File: src/rtl/sssp_ro_arbiter.sv
// sssp_ro_arbiter: picks at most one of three SSSP read-only subtype FIFO
// heads per cycle and issues it to the shared sssp_ro datapath.
//
// Ports:
//   clk, rst          clock, synchronous active-high reset
//   in_valid[2:0]     per-subtype FIFO head valid (bit i = subtype i)
//   in_ready[2:0]     per-subtype pop, one-hot or zero
//   in_task           3 x 64 b head task  ({ts[63:32], object[31:0]})
//   in_data           3 x 64 b head data
//   in_cq_slot        3 x 8 b head CQ slot
//   out_valid/ready   issued-task handshake towards the datapath
//   out_task/data/cq_slot/subtype   issued payload
//   rresp_valid/last  memory response beats for this tile's reads
//   outstanding       in-flight read burst count
//   err_underflow     sticky: burst end seen with no burst outstanding
module sssp_ro_arbiter #(
    parameter int TILE_ID         = 0,
    parameter int MAX_OUTSTANDING = 8,
    parameter int STARVE_LIMIT    = 16
) (
    input  logic         clk,
    input  logic         rst,
    input  logic [2:0]   in_valid,
    output logic [2:0]   in_ready,
    input  logic [191:0] in_task,
    input  logic [191:0] in_data,
    input  logic [23:0]  in_cq_slot,
    output logic         out_valid,
    input  logic         out_ready,
    output logic [63:0]  out_task,
    output logic [63:0]  out_data,
    output logic [7:0]   out_cq_slot,
    output logic [1:0]   out_subtype,
    input  logic         rresp_valid,
    input  logic         rresp_last,
    output logic [7:0]   outstanding,
    output logic         err_underflow
);

    localparam logic [7:0] MAX_OUT = 8'(MAX_OUTSTANDING);
    localparam logic [7:0] STARVE  = 8'(STARVE_LIMIT);

    logic        out_valid_q, out_valid_d;
    logic [63:0] out_task_q, out_task_d;
    logic [63:0] out_data_q, out_data_d;
    logic [7:0]  out_slot_q, out_slot_d;
    logic [1:0]  out_sub_q, out_sub_d;
    logic [7:0]  outstanding_q, outstanding_d;
    logic        err_q, err_d;
    logic [7:0]  wait_cnt_q [3];
    logic [7:0]  wait_cnt_d [3];

    logic [2:0]  read_gen;
    logic [2:0]  elig;
    logic [2:0]  starved;
    logic [2:0]  grant;
    logic        stage_free;
    logic        credit_ok;
    logic        inc;
    logic        dec;
    logic [63:0] sel_task;
    logic [63:0] sel_data;
    logic [7:0]  sel_slot;
    logic [1:0]  sel_sub;

    // Selection: starved subtypes first (lowest index), otherwise the
    // deepest eligible subtype so in-flight work drains first.
    always_comb begin
        read_gen[0] = 1'b1;
        // A subtype-1 head with equal halves has zero length: no read.
        read_gen[1] = in_data[127:96] != in_data[95:64];
        read_gen[2] = 1'b0;
        // Checked against the pre-update count, so the limit holds.
        credit_ok  = outstanding_q < MAX_OUT;
        stage_free = !out_valid_q || out_ready;
        for (int i = 0; i < 3; i++) begin
            elig[i]    = in_valid[i] && (!read_gen[i] || credit_ok);
            starved[i] = elig[i] && (wait_cnt_q[i] == STARVE);
        end
        grant = 3'b000;
        if (!rst && stage_free) begin
            if (starved[0])      grant = 3'b001;
            else if (starved[1]) grant = 3'b010;
            else if (starved[2]) grant = 3'b100;
            else if (elig[2])    grant = 3'b100;
            else if (elig[1])    grant = 3'b010;
            else if (elig[0])    grant = 3'b001;
        end
    end

    always_comb begin
        sel_task = '0;
        sel_data = '0;
        sel_slot = '0;
        for (int i = 0; i < 3; i++) begin
            if (grant[i]) begin
                sel_task = sel_task | in_task[i*64 +: 64];
                sel_data = sel_data | in_data[i*64 +: 64];
                sel_slot = sel_slot | in_cq_slot[i*8 +: 8];
            end
        end
        sel_sub = grant[2] ? 2'd2 : (grant[1] ? 2'd1 : 2'd0);
    end

    // Output stage refills in the same cycle it drains.
    always_comb begin
        out_valid_d = out_valid_q;
        out_task_d  = out_task_q;
        out_data_d  = out_data_q;
        out_slot_d  = out_slot_q;
        out_sub_d   = out_sub_q;
        if (|grant) begin
            out_valid_d = 1'b1;
            out_task_d  = sel_task;
            out_data_d  = sel_data;
            out_slot_d  = sel_slot;
            out_sub_d   = sel_sub;
        end else if (out_ready) begin
            out_valid_d = 1'b0;
        end
    end

    // Credit-blocked heads keep counting so they win once unblocked.
    always_comb begin
        for (int i = 0; i < 3; i++) begin
            wait_cnt_d[i] = wait_cnt_q[i];
            if (grant[i] || !in_valid[i])
                wait_cnt_d[i] = 8'd0;
            else if (wait_cnt_q[i] != STARVE)
                wait_cnt_d[i] = wait_cnt_q[i] + 8'd1;
        end
    end

    always_comb begin
        inc           = |(grant & read_gen);
        dec           = rresp_valid && rresp_last;
        outstanding_d = outstanding_q;
        err_d         = err_q;
        if (inc && !dec) begin
            outstanding_d = outstanding_q + 8'd1;
        end else if (dec && !inc) begin
            if (outstanding_q == 8'd0)
                err_d = 1'b1;
            else
                outstanding_d = outstanding_q - 8'd1;
        end
    end

    always_ff @(posedge clk) begin
        if (rst) begin
            out_valid_q   <= 1'b0;
            out_task_q    <= '0;
            out_data_q    <= '0;
            out_slot_q    <= '0;
            out_sub_q     <= '0;
            outstanding_q <= '0;
            err_q         <= 1'b0;
            for (int i = 0; i < 3; i++)
                wait_cnt_q[i] <= '0;
        end else begin
            out_valid_q   <= out_valid_d;
            out_task_q    <= out_task_d;
            out_data_q    <= out_data_d;
            out_slot_q    <= out_slot_d;
            out_sub_q     <= out_sub_d;
            outstanding_q <= outstanding_d;
            err_q         <= err_d;
            for (int i = 0; i < 3; i++)
                wait_cnt_q[i] <= wait_cnt_d[i];
        end
    end

    assign in_ready      = grant;
    assign out_valid     = out_valid_q;
    assign out_task      = out_task_q;
    assign out_data      = out_data_q;
    assign out_cq_slot   = out_slot_q;
    assign out_subtype   = out_sub_q;
    assign outstanding   = outstanding_q;
    assign err_underflow = err_q;

`ifdef XILINX_SIMULATOR
    logic [31:0] cyc_q;
    always_ff @(posedge clk) begin
        if (rst) cyc_q <= '0;
        else     cyc_q <= cyc_q + 32'd1;
    end
    always @(posedge clk) begin
        if (!rst && |grant)
            $display("[%0d] tile %0d issue sub=%0d slot=%0d ts=%0d obj=%0d",
                     cyc_q, TILE_ID, sel_sub, sel_slot,
                     sel_task[63:32], sel_task[31:0]);
    end
`endif

endmodule
File: config.mk
export PLATFORM = sky130hd
export DESIGN_NAME = sssp_ro_arbiter
export DESIGN_NICKNAME = d
export VERILOG_FILES = /design/src/rtl/sssp_ro_arbiter.sv
export SDC_FILE = /design/constraint.sdc
export NUM_CORES = 1
export LEC_CHECK = 0
export CORE_AREA = 2 2 218 220
export CTS_CLUSTER_SIZE = 25
export DETAILED_ROUTE_END_ITERATION = 8
export DIE_AREA = 0 0 220 222
export SKIP_CTS_REPAIR_TIMING = 1
export SYNTH_ARGS = -nofsm -noshare
export SYNTH_HDL_FRONTEND = slang
export SYNTH_SLANG_ARGS = --single-unit
File: constraint.sdc
create_clock -name clk -period 4.7 [get_ports clk]
set_clock_uncertainty 0.15 [all_clocks]
set_input_delay 1.175 -clock clk [delete_from_list [all_inputs] [get_ports clk]]
set_output_delay 1.175 -clock clk [all_outputs]
set_load 0.005 [all_outputs]
# == Yosys cells after proc, flatten, opt, wreduce, memory -nomap -nowiden ==
# Memories as Yosys holds them, arrays and structs flattened.
# Cells that the tools add are included.
# classes
order_cmp,1
addsub,5
mux,35
n_shift,0
reduce_logical,29
n_bitwise,11
n_eq_ne,8
div,0
n_mul,0
# op_table
cell,n
$mux 64,6
$or 64x64->64,4
$mux 8,15
$add 8x1->8 const B,4
$ne 32x32->1,1
$eq 8x5->1 const B,3
$ne 8x5->1 const B,3
$or 8x8->8,2
$mux 3,5
$logic_and 1x1->1,9
$logic_not 1->1,8
$logic_not 8->1,1
$lt 8x4->1 const B,1
$sub 8x1->8 const B,1
$mux 1,7
$reduce_or 3->1,2
$logic_or 1x1->1,5
$mux 2,2
$reduce_bool 2->1,2
$and 3x2->3,1
$or 1x1->1,3
$reduce_and 3->1,1
$ne 2x2->1 const B,1
$reduce_and 2->1,1
$not 1->1,1
# word_totals
mem_count,1
mem_bits_rw,24
latchBits,0
output_inout_bits,151
word_cells,97
rom_bits,0
ff_bits,148
# memory_table
memory,depth,width,rd,rd_ports_with_merged_regs,write_ports,line_no,text
wait_cnt_q,3,8,3,0,3,50,logic [7:0] wait_cnt_q [3];

# == Depth between registers and ports, before layout ==
# Gate-level depths: netlist (run 1).
# depth
ltp_word,16
ltp_mapped,16
depth_no_buf,16

# == Worst setup path before layout (run 1) ==
# No wires, ideal clock.
# synth_path
path_type,input to register
startpoint,in in_data[92]
endpoint,"reg outstanding_q[7], in the netlist outstanding[7]"
cell_stages,16
arrival_time_ps,4205
setup_time_ps,71
setup_slack_ps,274
required_time_ps,4479
path_cell_list,xor2_1 > nor4_1 > nand4_1 > clkbuf_1 > o21ai_1 > nand3_1 > o21ai_0 > ha_1 > inv_1 > ha_1 > a21oi_1 > o211ai_1 > o41ai_1 > xnor2_1 > or3_1 > a21oi_1
# synth_between
elab_chain_cells,16
elab_cells_between_ends,20
cone_classes,2 x eq/ne; 7 x mux; 1 x bitwise; 10 x reduce/logical
# synth_lines
item,line_no,text
"start, declared",26,"input logic [191:0] in_data,"
$ne 32x32->1 *,71,read_gen[1] = in_data[127:96] != in_data[95:64];
$logic_not 1->1,77,elig[i] = in_valid[i] && (!read_gen[i] || credit_ok);
$logic_or 1x1->1,77,
$logic_and 1x1->1,77,
$mux 2,86,else if (elig[1]) grant = 3'b010;
$mux 3,85,else if (elig[2]) grant = 3'b100;
$mux 3,84,else if (starved[2]) grant = 3'b100;
$mux 3,83,else if (starved[1]) grant = 3'b010;
$mux 3,82,if (starved[0]) grant = 3'b001;
$mux 3,81,if (!rst && stage_free) begin
$and 3x2->3 *,135,inc = |(grant & read_gen);
$reduce_or 3->1 *,135,
$logic_not 1->1,141,end else if (dec && !inc) begin
$logic_and 1x1->1,141,
$reduce_bool 2->1 (no line),-,
$reduce_and 2->1 (no line),-,
"end signal, assigned",166,outstanding_q <= outstanding_d;
"end, declared",48,"logic [7:0] outstanding_q, outstanding_d;"
# Mark *: on every way between the ends. The rest lies on a longest branch, timed or not.
# A chain may end at the register's enable or synchronous reset.

# == Worst setup path after layout (run 1) ==
# layout_path
startpoint,in in_data[78]
endpoint,out in_ready[1]
# layout_between
elab_chain_cells,10
elab_cells_between_ends,11
cone_classes,1 x eq/ne; 6 x mux; 4 x reduce/logical
# layout_lines
item,line_no,text
$ne 32x32->1 *,71,
$logic_not 1->1 *,77,
$logic_or 1x1->1 *,77,
$logic_and 1x1->1 *,77,
$mux 2,86,
$mux 3,85,
$mux 3,84,
$mux 3 *,83,
$mux 3 *,82,
$mux 3 *,81,
"end, declared",24,"output logic [2:0] in_ready,"
# Marked as above.

==> out/metrics.yaml, run 1 <==
grt_max_degree: 86
drtPass1Iterations: 5
drive_gt1_share_pct: 8.930
drtIter0Drc: 1091
synth_top_family_by_area: "compound AO/OA/AOI/OAI gates"
p_sw_share_pct: 33.76
num_rows: 79
synth_xor_area_share_pct: 4.297
finalCritPeriodShare_pct: 99.18
critPathKind: "input port to primary output"
ant_nets: 0
port_buffers: 566
synth_area_um2: 10190
rrSetupSlack_ns: 0.89
core_region_area_um2: 46260
clock-sinks: 164
grt.total_usage_pct: 20.97
final_common_cell: "clkdlybuf4s50_1"
worstHoldPathCells: 2
syn-num-nets: 1683
power_density_nw_per_um2: 399.5
cp.arrival_ns: 3.34
timing.hold.ws_ns: 0.3174
setup_slack_ns: 0.03831
dpl_cell_area_um2: 16830
synth-edff-count: 0
synth_top_flop_cell: "dfxtp_1"
clock.fmax_mhz: 214.5
die_w_um: 220
reg2reg_depth: 16
p_int_w: 0.004716
cts_root_buf: "clkbuf_16"
final_cell_mix: "clkdlybuf4s50_1 (507), nand2_1 (211), dfxtp_1 (164)"
ys_warn_count: 0
p_sw_w: 0.002404
gp_congestion: 0.8670
min_path_type: "register to register"
async_reset_ff_share_pct: 0
viasPerCell: 5.272
wl_um: 53430
avgRoutedWirePerCell_um: 22.14
synth-compound-area-share_pct: 27.73
combPwrFrac_pct: 46.6
r2r-end: "outstanding[7]"
postSynthAreaPerCell_um2: 8.133
ctsHtreeMaxLevel: 4
clk_pin_slew_ns: 0.07
max-cap-violations: 0
drc: 0
r2r_start: "wait_cnt_q[0][8]"
pre_cts_ws_ns: -0.8113
overflow: 0
io_pins: 567
relSlewSlack_pct: 36.37
vias: 12720
yosys.area_share.simple_pct: 27.27
synth_cell_types: 50
antenna_found_initial: 4
cp.required_ns: 3.38
synth_fa_ha_area_share_pct: 1.793
cts_tree: "built"
cp-start-kind: "input port"
cts_buffer_depth: 2
status: "complete, no violations"
min_from: "out_subtype[0]"
grt_pass1_wl_um: 78190
cp-end-kind: "primary output"
cts_buffers: 17
p_clk_share_pct: 20.7
dp_hpwl_um: 38280
grt_pass1_vias: 12390
drv_slew: 0
peakVddDrop_v: 0.0002381
final.fill_count: 4709
finalSetupViolCount: 0
die_h_um: 222
hold_path_end: "out_subtype[0]"
power_frac_seq_pct: 32.7
final_area_um2: 17820
synth-seq-area-share_pct: 32.22
leakagePower_nw: 7.462
dieArea_um2: 48840
syn_inst: 1253
syn2layout_area_growth_pct: 74.87
yosys-mux-area-fraction_pct: 0.09822
final_nets: 2220
start_util_pct: 22.03
clock_latency_ns: 0.50
power_w: 0.007120
worstMarginPinSlew_ns: 0.9544
cp_max_fo: 4
ys_ff_latch: 164
period_minus_slack_ns: 4.662
report.final.hold_viol_count: 0
post-route-util_pct: 38.52
==> synth_stat cells, drive strengths merged (4+ instances only) <==
library cell	number	share of area [%]
a21oi	13	0.64
buf	44	2.7
dfxtp	164	32
nand3	83	4.1
clkbuf	94	3.5
and4	136	12
ha	13	1.6
o21ai	141	6.9
and3	4	0.25
nand2	211	7.8
or3	5	0.31
xnor2	8	0.69
xor2	42	3.6
inv	13	0.48
a221o	136	13
nor2	28	1.2
nor3	4	0.20
nor4	10	0.76
a22oi	72	5.3
==> state kept, by name (all words and copies together), names as in the netlist <==
name,count
outstanding,8
out_valid,1
err_underflow,1
out_subtype,2
out_data,64
out_task,64
out_cq_slot,8
wait_cnt_q,16
==> per-layer routing <==
layer / GRT usage (%) / routed length (um) / up-vias
met5: 0 / 0 / -
met4: 9.981 / 1919 / 0
met3: 5.130 / 4232 / 87
met2: 33.85 / 25300 / 602
met1: 26.01 / 21990 / 6152
li1: - / - / 5881
==> critical path, stage by stage <==
cell             delay (ns)
clkdlybuf4s50_1        0.50
xor2_2                 0.24
nor4_1                 0.17
nand4_1                0.14
buf_6                  0.17
o21ai_4                0.16
nand3_2                0.09
buf_4                  0.16
inv_1                  0.05
clkdlybuf4s50_1        0.49
==> through the flow <==
step / TNS, ns / instances
floorplan: 0 / 1253
global placement: -3.680 / 2377
detailed placement: -4.152 / 2377
CTS: -1.506 / 2409
global route: -0.01464 / 2413
finish: 0 / 2413
==> power by group through the flow <==
stage	Combinational [W]	Clock, W	Sequential [W]
final	0.00332	0.00147	0.00233
after global routing	0.00354	0.00155	0.00239
after CTS	0.00329	0.00151	0.00232
after detailed placement	0.00328	0	0.00234
after global placement	0.00326	0	0.00232
after floorplan	0.00113	0	0.00234
==> cells by family (layout without fill, tap and decap cells) <==
group	Yosys count	count (layout)
AND/OR/NAND/NOR	494	494
buffers and inverters	151	701
multiplexers	1	1
other	0	3
XOR/XNOR	50	50
adder cells (fa/ha/maj)	14	14
flip-flops	164	164
AO/OA/AOI/OAI	379	379
==> worst max path at each step <==
stage,slack [ns],end,depth (start not counted),startpoint
final,0.04,in_ready[1],10,in_data[78]
after global routing,-0.01,in_ready[1],10,in_data[82]
after CTS,-0.48,in_ready[1],11,in_data[69]
after detailed placement,-0.81,outstanding[7],18,in_data[69]
after global placement,-0.72,outstanding[7],19,in_data[69]
after floorplan,0.27,outstanding[7],16,in_data[92]
==> area by class of cell <==
class	instances	area, um^2	area share (%)
inverter	13	48.80	0.2738
multi-input combinational	938	6534	36.66
antenna	3	7.507	0.04213
clock buffer	23	467.9	2.626
timing repair buffer	656	6616	37.13
sequential	164	3283	18.42
clock inverter	9	103.9	0.5827
tap	607	759.5	4.262
Power figures use the tool's default switching activity.
==> run 2, diff against run 1 <==
--- a/config.mk
+++ b/config.mk
@@ -5,10 +5,11 @@
 export SDC_FILE = /design/constraint.sdc
 export NUM_CORES = 1
 export LEC_CHECK = 0
-export CORE_AREA = 2 2 218 220
+export ABC_AREA = 1
+export CORE_AREA = 2 2 220 222
 export CTS_CLUSTER_SIZE = 25
 export DETAILED_ROUTE_END_ITERATION = 8
-export DIE_AREA = 0 0 220 222
+export DIE_AREA = 0 0 222 224
 export SKIP_CTS_REPAIR_TIMING = 1
 export SYNTH_ARGS = -nofsm -noshare
 export SYNTH_HDL_FRONTEND = slang
==> run 2 against run 1 <==
Compared with the run above:
- critical path depth grew 4
- wire length grew 6.1%
- clock power up 4%
- final cell count grew 23%
- first-iteration DRC count shrank 8.3%
- largest power group unchanged
- highest routed layer is now met5
==> out/metrics.yaml, run 2 <==
yosys-top-cells-area: "dfxtp_1 (29%), nand4_1 (15%), nand3_1 (13%)"
finalCritPeriodShare_pct: 92.77
synth_area_leader_cell: "dfxtp_1"
final.fill_count: 5012
final_cells: 2972
io_pins: 567
cp-end-kind: "primary output"
relSlewSlack_pct: 19.21
grt_max_degree: 139
dp.cells: 2936
clk_pin_slew_ns: 0.07
port_buffers: 566
critPathKind: "input port to primary output"
grt_pass1_vias: 14240
syn_inst: 1862
async_reset_ff_share_pct: 0
synth_area_um2: 11320
ys_warn_count: 0
gp_congestion: 0.9237
clock.fmax_mhz: 229.3
antenna_found_initial: 4
drtPass1Iterations: 7
max-cap-violations: 0
ant_nets: 0
cts_tree: "built"
final_nets: 2771
drtIter0Drc: 1000
status: "complete, no violations"
die_h_um: 224
yosysMostFrequentCell: "nand2_1"
grt_pass1_wl_um: 84500
final_cell_mix: "clkdlybuf4s50_1 (561), nand2_1 (359), nor2_1 (303)"
drive_gt1_share_pct: 4.970
power_density_nw_per_um2: 369.8
grt.total_usage_pct: 22.00
cp.arrival_ns: 3.04
wl_um: 56700
clock_latency_ns: 0.45
syn-num-nets: 2292
synth-seq-area-share_pct: 29.00
cp.required_ns: 3.38
min_path_type: "register to register"
ctsHtreeMaxLevel: 4
cts_buffers: 17
period_minus_slack_ns: 4.360
post-route-util_pct: 38.41
setup_slack_ns: 0.3397
min_from: "wait_cnt_q[0][9]"
worstMarginPinSlew_ns: 1.212
synth-edff-count: 0
start_util_pct: 23.91
leakagePower_nw: 7.607
rsz0062_at_grt: "no"
finalSetupViolCount: 0
synth_cell_types: 30
clock-sinks: 164
peakVddDrop_v: 0.0003266
yosys-top-cells-count: "nand2_1 (361), nor2_1 (305), nand3_1 (284)"
postSynthAreaPerCell_um2: 6.081
cts_root_buf: "clkbuf_16"
cts_buffer_depth: 2
dieArea_um2: 49730
core_region_area_um2: 47350
report.final.hold_viol_count: 0
drv_slew: 0
avgRoutedWirePerCell_um: 19.08
syn2layout_area_growth_pct: 60.64
drc: 0
r2r_start: "wait_cnt_q[0][1]"
overflow: 0
dp_hpwl_um: 40140
synth_top_area_share_pct: 29.00
ys_ff_latch: 164
cp_max_fo: 4
viasPerCell: 4.943
finalSetupTns_ns: 0
die_w_um: 222
vias: 14690
num_rows: 80
cp-start-kind: "input port"
final_common_cell: "clkdlybuf4s50_1"
pre_cts_ws_ns: -0.2124
synth_top_flop_cell: "dfxtp_1"
startpoint: "in_data[94]"
run 2: changes by cell type in the layout (fill, tap and decap cells not counted), sizes merged, moves of 14 or more:
cell	delta
xnor2	+14
dlymetal6s2s	-54
o21ai	-131
nand3	+204
a221o	-136
and4	-136
nor2	+281
a22oi	-72
nand2	+153
clkdlybuf4s50	+54
buf	-28
inv	+187
xor2	-32
nand4	+276
run 2: metrics by stage:
| stage | hold slack, ns | power (W) | instance area [um^2] |
|---|---|---|---|
| floorplan | 0.3083 | 0.003589 | 11320 |
| global placement | 0.3187 | 0.005157 | 17530 |
| detailed placement | 0.3300 | 0.005210 | 17530 |
| CTS | 0.3441 | 0.006778 | 18150 |
| global route | 0.3649 | 0.007168 | 18180 |
| finish | 0.3393 | 0.006725 | 18190 |
run 2: worst paths after layout:
kind,to,slack (ns),cells past startpoint
worst max-delay path,in_ready[2],0.34,14
worst min-delay path,wait_cnt_q[0][9],0.34,2
worst max register to register,outstanding[6],1.28,21
worst min register to register,wait_cnt_q[0][9],0.34,2
run 2: cells by family (layout without fill, tap and decap cells):
| logic type | after synthesis | in the layout | synth area share [%] |
|---|---|---|---|
| buffers and inverters | 367 | 859 | 13.82 |
| xor gates and xnor gates | 32 | 32 | 2.475 |
| other | 0 | 3 | 0 |
| adders and majority gates | 14 | 14 | 1.613 |
| AOI/OAI and AO/OA | 35 | 35 | 1.746 |
| DFF | 164 | 164 | 29.00 |
| and+or+nand+nor | 1250 | 1250 | 51.34 |
run 2: layout make-up:
cell class / instances / area, um^2 / share of cell area (%)
clock inverter: 10 / 147.6 / 0.8118
sequential: 164 / 3283 / 18.05
inverter: 199 / 752.0 / 4.135
clock buffer: 22 / 474.2 / 2.607
multi-input combinational: 1331 / 6553 / 36.03
timing repair buffer: 628 / 6201 / 34.09
antenna: 3 / 7.507 / 0.04128
tap: 615 / 769.5 / 4.231
run 2: metal layers:
layer,global-route usage [%],up-vias,part of all wire (%)
li1,-,7135,-
met1,26.95,6872,41
met2,36.72,595,47
met3,5.693,87,8.1
met4,8.915,2,3.1
met5,0,-,0.023
run 2: power by group:
group          switching [W]  internal, W
Clock               0.000644     0.000883
Combinational        0.00183      0.00153
Sequential          0.000174      0.00167
Total                0.00264      0.00408
run 2: critical path, cell delays in order:
cell and delay [ns]:
clkdlybuf4s50_1 0.51, nand2_1 0.07, nand2_2 0.11, nand2_1 0.09, nor2_2 0.12, buf_4 0.14, nand2_1 0.04, nor2_1 0.12
nand2_2 0.15, nand2_8 0.13, nand3_4 0.10, nand2_8 0.07, inv_1 0.04, dlymetal6s2s_1 0.15
==> run 3, diff against run 2 <==
--- a/config.mk
+++ b/config.mk
@@ -10,6 +10,7 @@
 export CTS_CLUSTER_SIZE = 25
 export DETAILED_ROUTE_END_ITERATION = 8
 export DIE_AREA = 0 0 222 224
+export SETUP_SLACK_MARGIN = 0.4
 export SKIP_CTS_REPAIR_TIMING = 1
 export SYNTH_ARGS = -nofsm -noshare
 export SYNTH_HDL_FRONTEND = slang
==> run 3 against run 2 <==
Compared with the run above:
- setup slack gained 0.13 ns
- via count is essentially flat
- clock power is essentially flat
- clock-buffer cell count is the same
- sequential cell count is the same
- global-route usage is the same
- die area is the same
- sequential share of layout area shrank 0.085 points
- hold slack lost 0.00067 ns
- sequential power is essentially flat
- largest cell class unchanged
- register-to-register slack gained 0.10 ns
==> out/metrics.yaml, run 3 (synthesized netlist as in run 2, its figures left out) <==
final_nets: 2772
clock_latency_ns: 0.45
grt.total_usage_pct: 22.00
drtIter0Drc: 1037
clock.fmax_mhz: 236.2
p_clk_share_pct: 22.7
rsz0062_at_grt: "no"
ant_nets: 0
gp_congestion: 0.9237
period_minus_slack_ns: 4.234
dp_hpwl_um: 40140
core_region_area_um2: 47350
grt_max_degree: 139
regArea_um2: 3283
cp-start-kind: "input port"
drtPass1Iterations: 5
final_cell_mix: "clkdlybuf4s50_1 (539), nand2_1 (357), nor2_1 (301)"
drc: 0
p_sw_share_pct: 39.44
ctsHtreeMaxLevel: 4
relSlewSlack_pct: 20.47
cp_top_family: "simple AND/OR/NAND/NOR gates"
r2r_start: "wait_cnt_q[0][0]"
cp.required_ns: 3.38
clk_pin_slew_ns: 0.07
viasPerCell: 4.940
grt_pass1_vias: 14240
p_sw_w: 0.002660
cp_slowest_stage_delay_ns: 0.51
io_pins: 567
multiInputGateArea_um2: 6576
overflow: 0
die_h_um: 224
vias: 14690
path_buf_inv: 3
num_rows: 80
antenna_found_initial: 4
cp_max_fo: 4
critPathKind: "input port to primary output"
combPwrFrac_pct: 50.0
cp-end-kind: "primary output"
slowest_stage: "clkdlybuf4s50_1"
syn2layout_area_growth_pct: 61.40
port_buffers: 566
finalSetupViolCount: 0
drv_slew: 0
max-cap-violations: 0
power_frac_seq_pct: 27.3
wl_um: 56780
peakVddDrop_v: 0.0003376
avgRoutedWirePerCell_um: 19.10
timing.hold.ws_ns: 0.3387
status: "complete, no violations"
final_common_cell: "clkdlybuf4s50_1"
final.fill_count: 4993
finalCritPeriodShare_pct: 90.08
crit_top_cell: "nand2_1"
min_from: "wait_cnt_q[0][9]"
report.final.hold_viol_count: 0
drive_gt1_share_pct: 5.265
cts_tree: "built"
grt_pass1_wl_um: 84500
p_int_w: 0.004084
start_util_pct: 23.91
power_density_nw_per_um2: 369.0
startpoint: "in_data[88]"
clock-sinks: 164
cts_buffer_depth: 2
worstMarginPinSlew_ns: 1.193
die_w_um: 222
finalSetupTns_ns: 0
leakagePower_nw: 7.814
cts_buffers: 17
min_path_type: "register to register"
cp.arrival_ns: 2.91
dieArea_um2: 49730
cts_root_buf: "clkbuf_16"
crit_chain: "clkdlybuf4s50_1 -> nand2_1 -> nand2_1 -> nand2_1 -> nor2_4 -> nand2_1 -> nor2_1 -> nand2_2 -> nand2_8 -> nand3_4 -> nand2_8 -> inv_1 -> dlymetal6s2s_1"
-- run 3: cell types whose count changed in the layout (fill, tap and decap cells not counted), moves of 2 or more --
cell | before | now
clkdlybuf4s50_1 | 561 | 539
nand2_1 | 359 | 357
dlymetal6s2s_1 | 4 | 26
nor2_1 | 303 | 301
nand2_2 | 2 | 4
nor2_4 | 3 | 5
-- run 3: worst paths after layout --
check             cells after the start  slack (ns)                to
hold / removal                        2        0.34  wait_cnt_q[0][9]
setup reg to reg                     12        1.38      out_task[24]
hold reg to reg                       2        0.34  wait_cnt_q[0][9]
setup / recovery                     13        0.47       in_ready[2]
-- run 3: worst min-delay path, cell delays in order (launching register included) --
cell	delay [ns]
dfxtp_1	0.33
nand2_1	0.06
a21oi_1	0.05
-- run 3: stage by stage --
| step | instance area, um^2 | setup WS, ns | total power [W] | utilization [%] | instances |
|---|---|---|---|---|---|
| after detailed placement | 17530 | -0.2124 | 0.005210 | 37.03 | 2936 |
| after global placement | 17530 | -0.1481 | 0.005157 | 37.03 | 2936 |
| after CTS | 18150 | -0.1625 | 0.006778 | 38.34 | 2968 |
| after floorplan | 11320 | 0.8353 | 0.003589 | - | 1862 |
| after global routing | 18270 | 0.3601 | 0.007175 | 38.59 | 2972 |
| final | 18270 | 0.4664 | 0.006744 | 38.60 | 2973 |
-- run 3: power groups by stage --
stage               combinational, W  clock (W)  sequential (W)
floorplan                    0.00172          0         0.00187
global placement             0.00330          0         0.00186
detailed placement           0.00334          0         0.00187
CTS                          0.00335    0.00158         0.00184
global route                 0.00367    0.00163         0.00188
finish                       0.00337    0.00153         0.00184
-- run 3: layer usage --
layer,vias up,share of wire (%),global-route usage (%)
li1,7135,-,-
met1,6867,41,26.95
met2,601,47,36.72
met3,81,8.2,5.693
met4,2,3.1,8.915
met5,-,0.023,0
-- run 3: area by class of cell --
type	instances	share of cell area (%)
multi-input cells	1331	35.99
repair buffers	629	34.28
flip-flops and latches	164	17.97
well taps	615	4.211
inverters	199	4.115
clock buffers	22	2.595
clock inverters	10	0.8079
diodes	3	0.04108
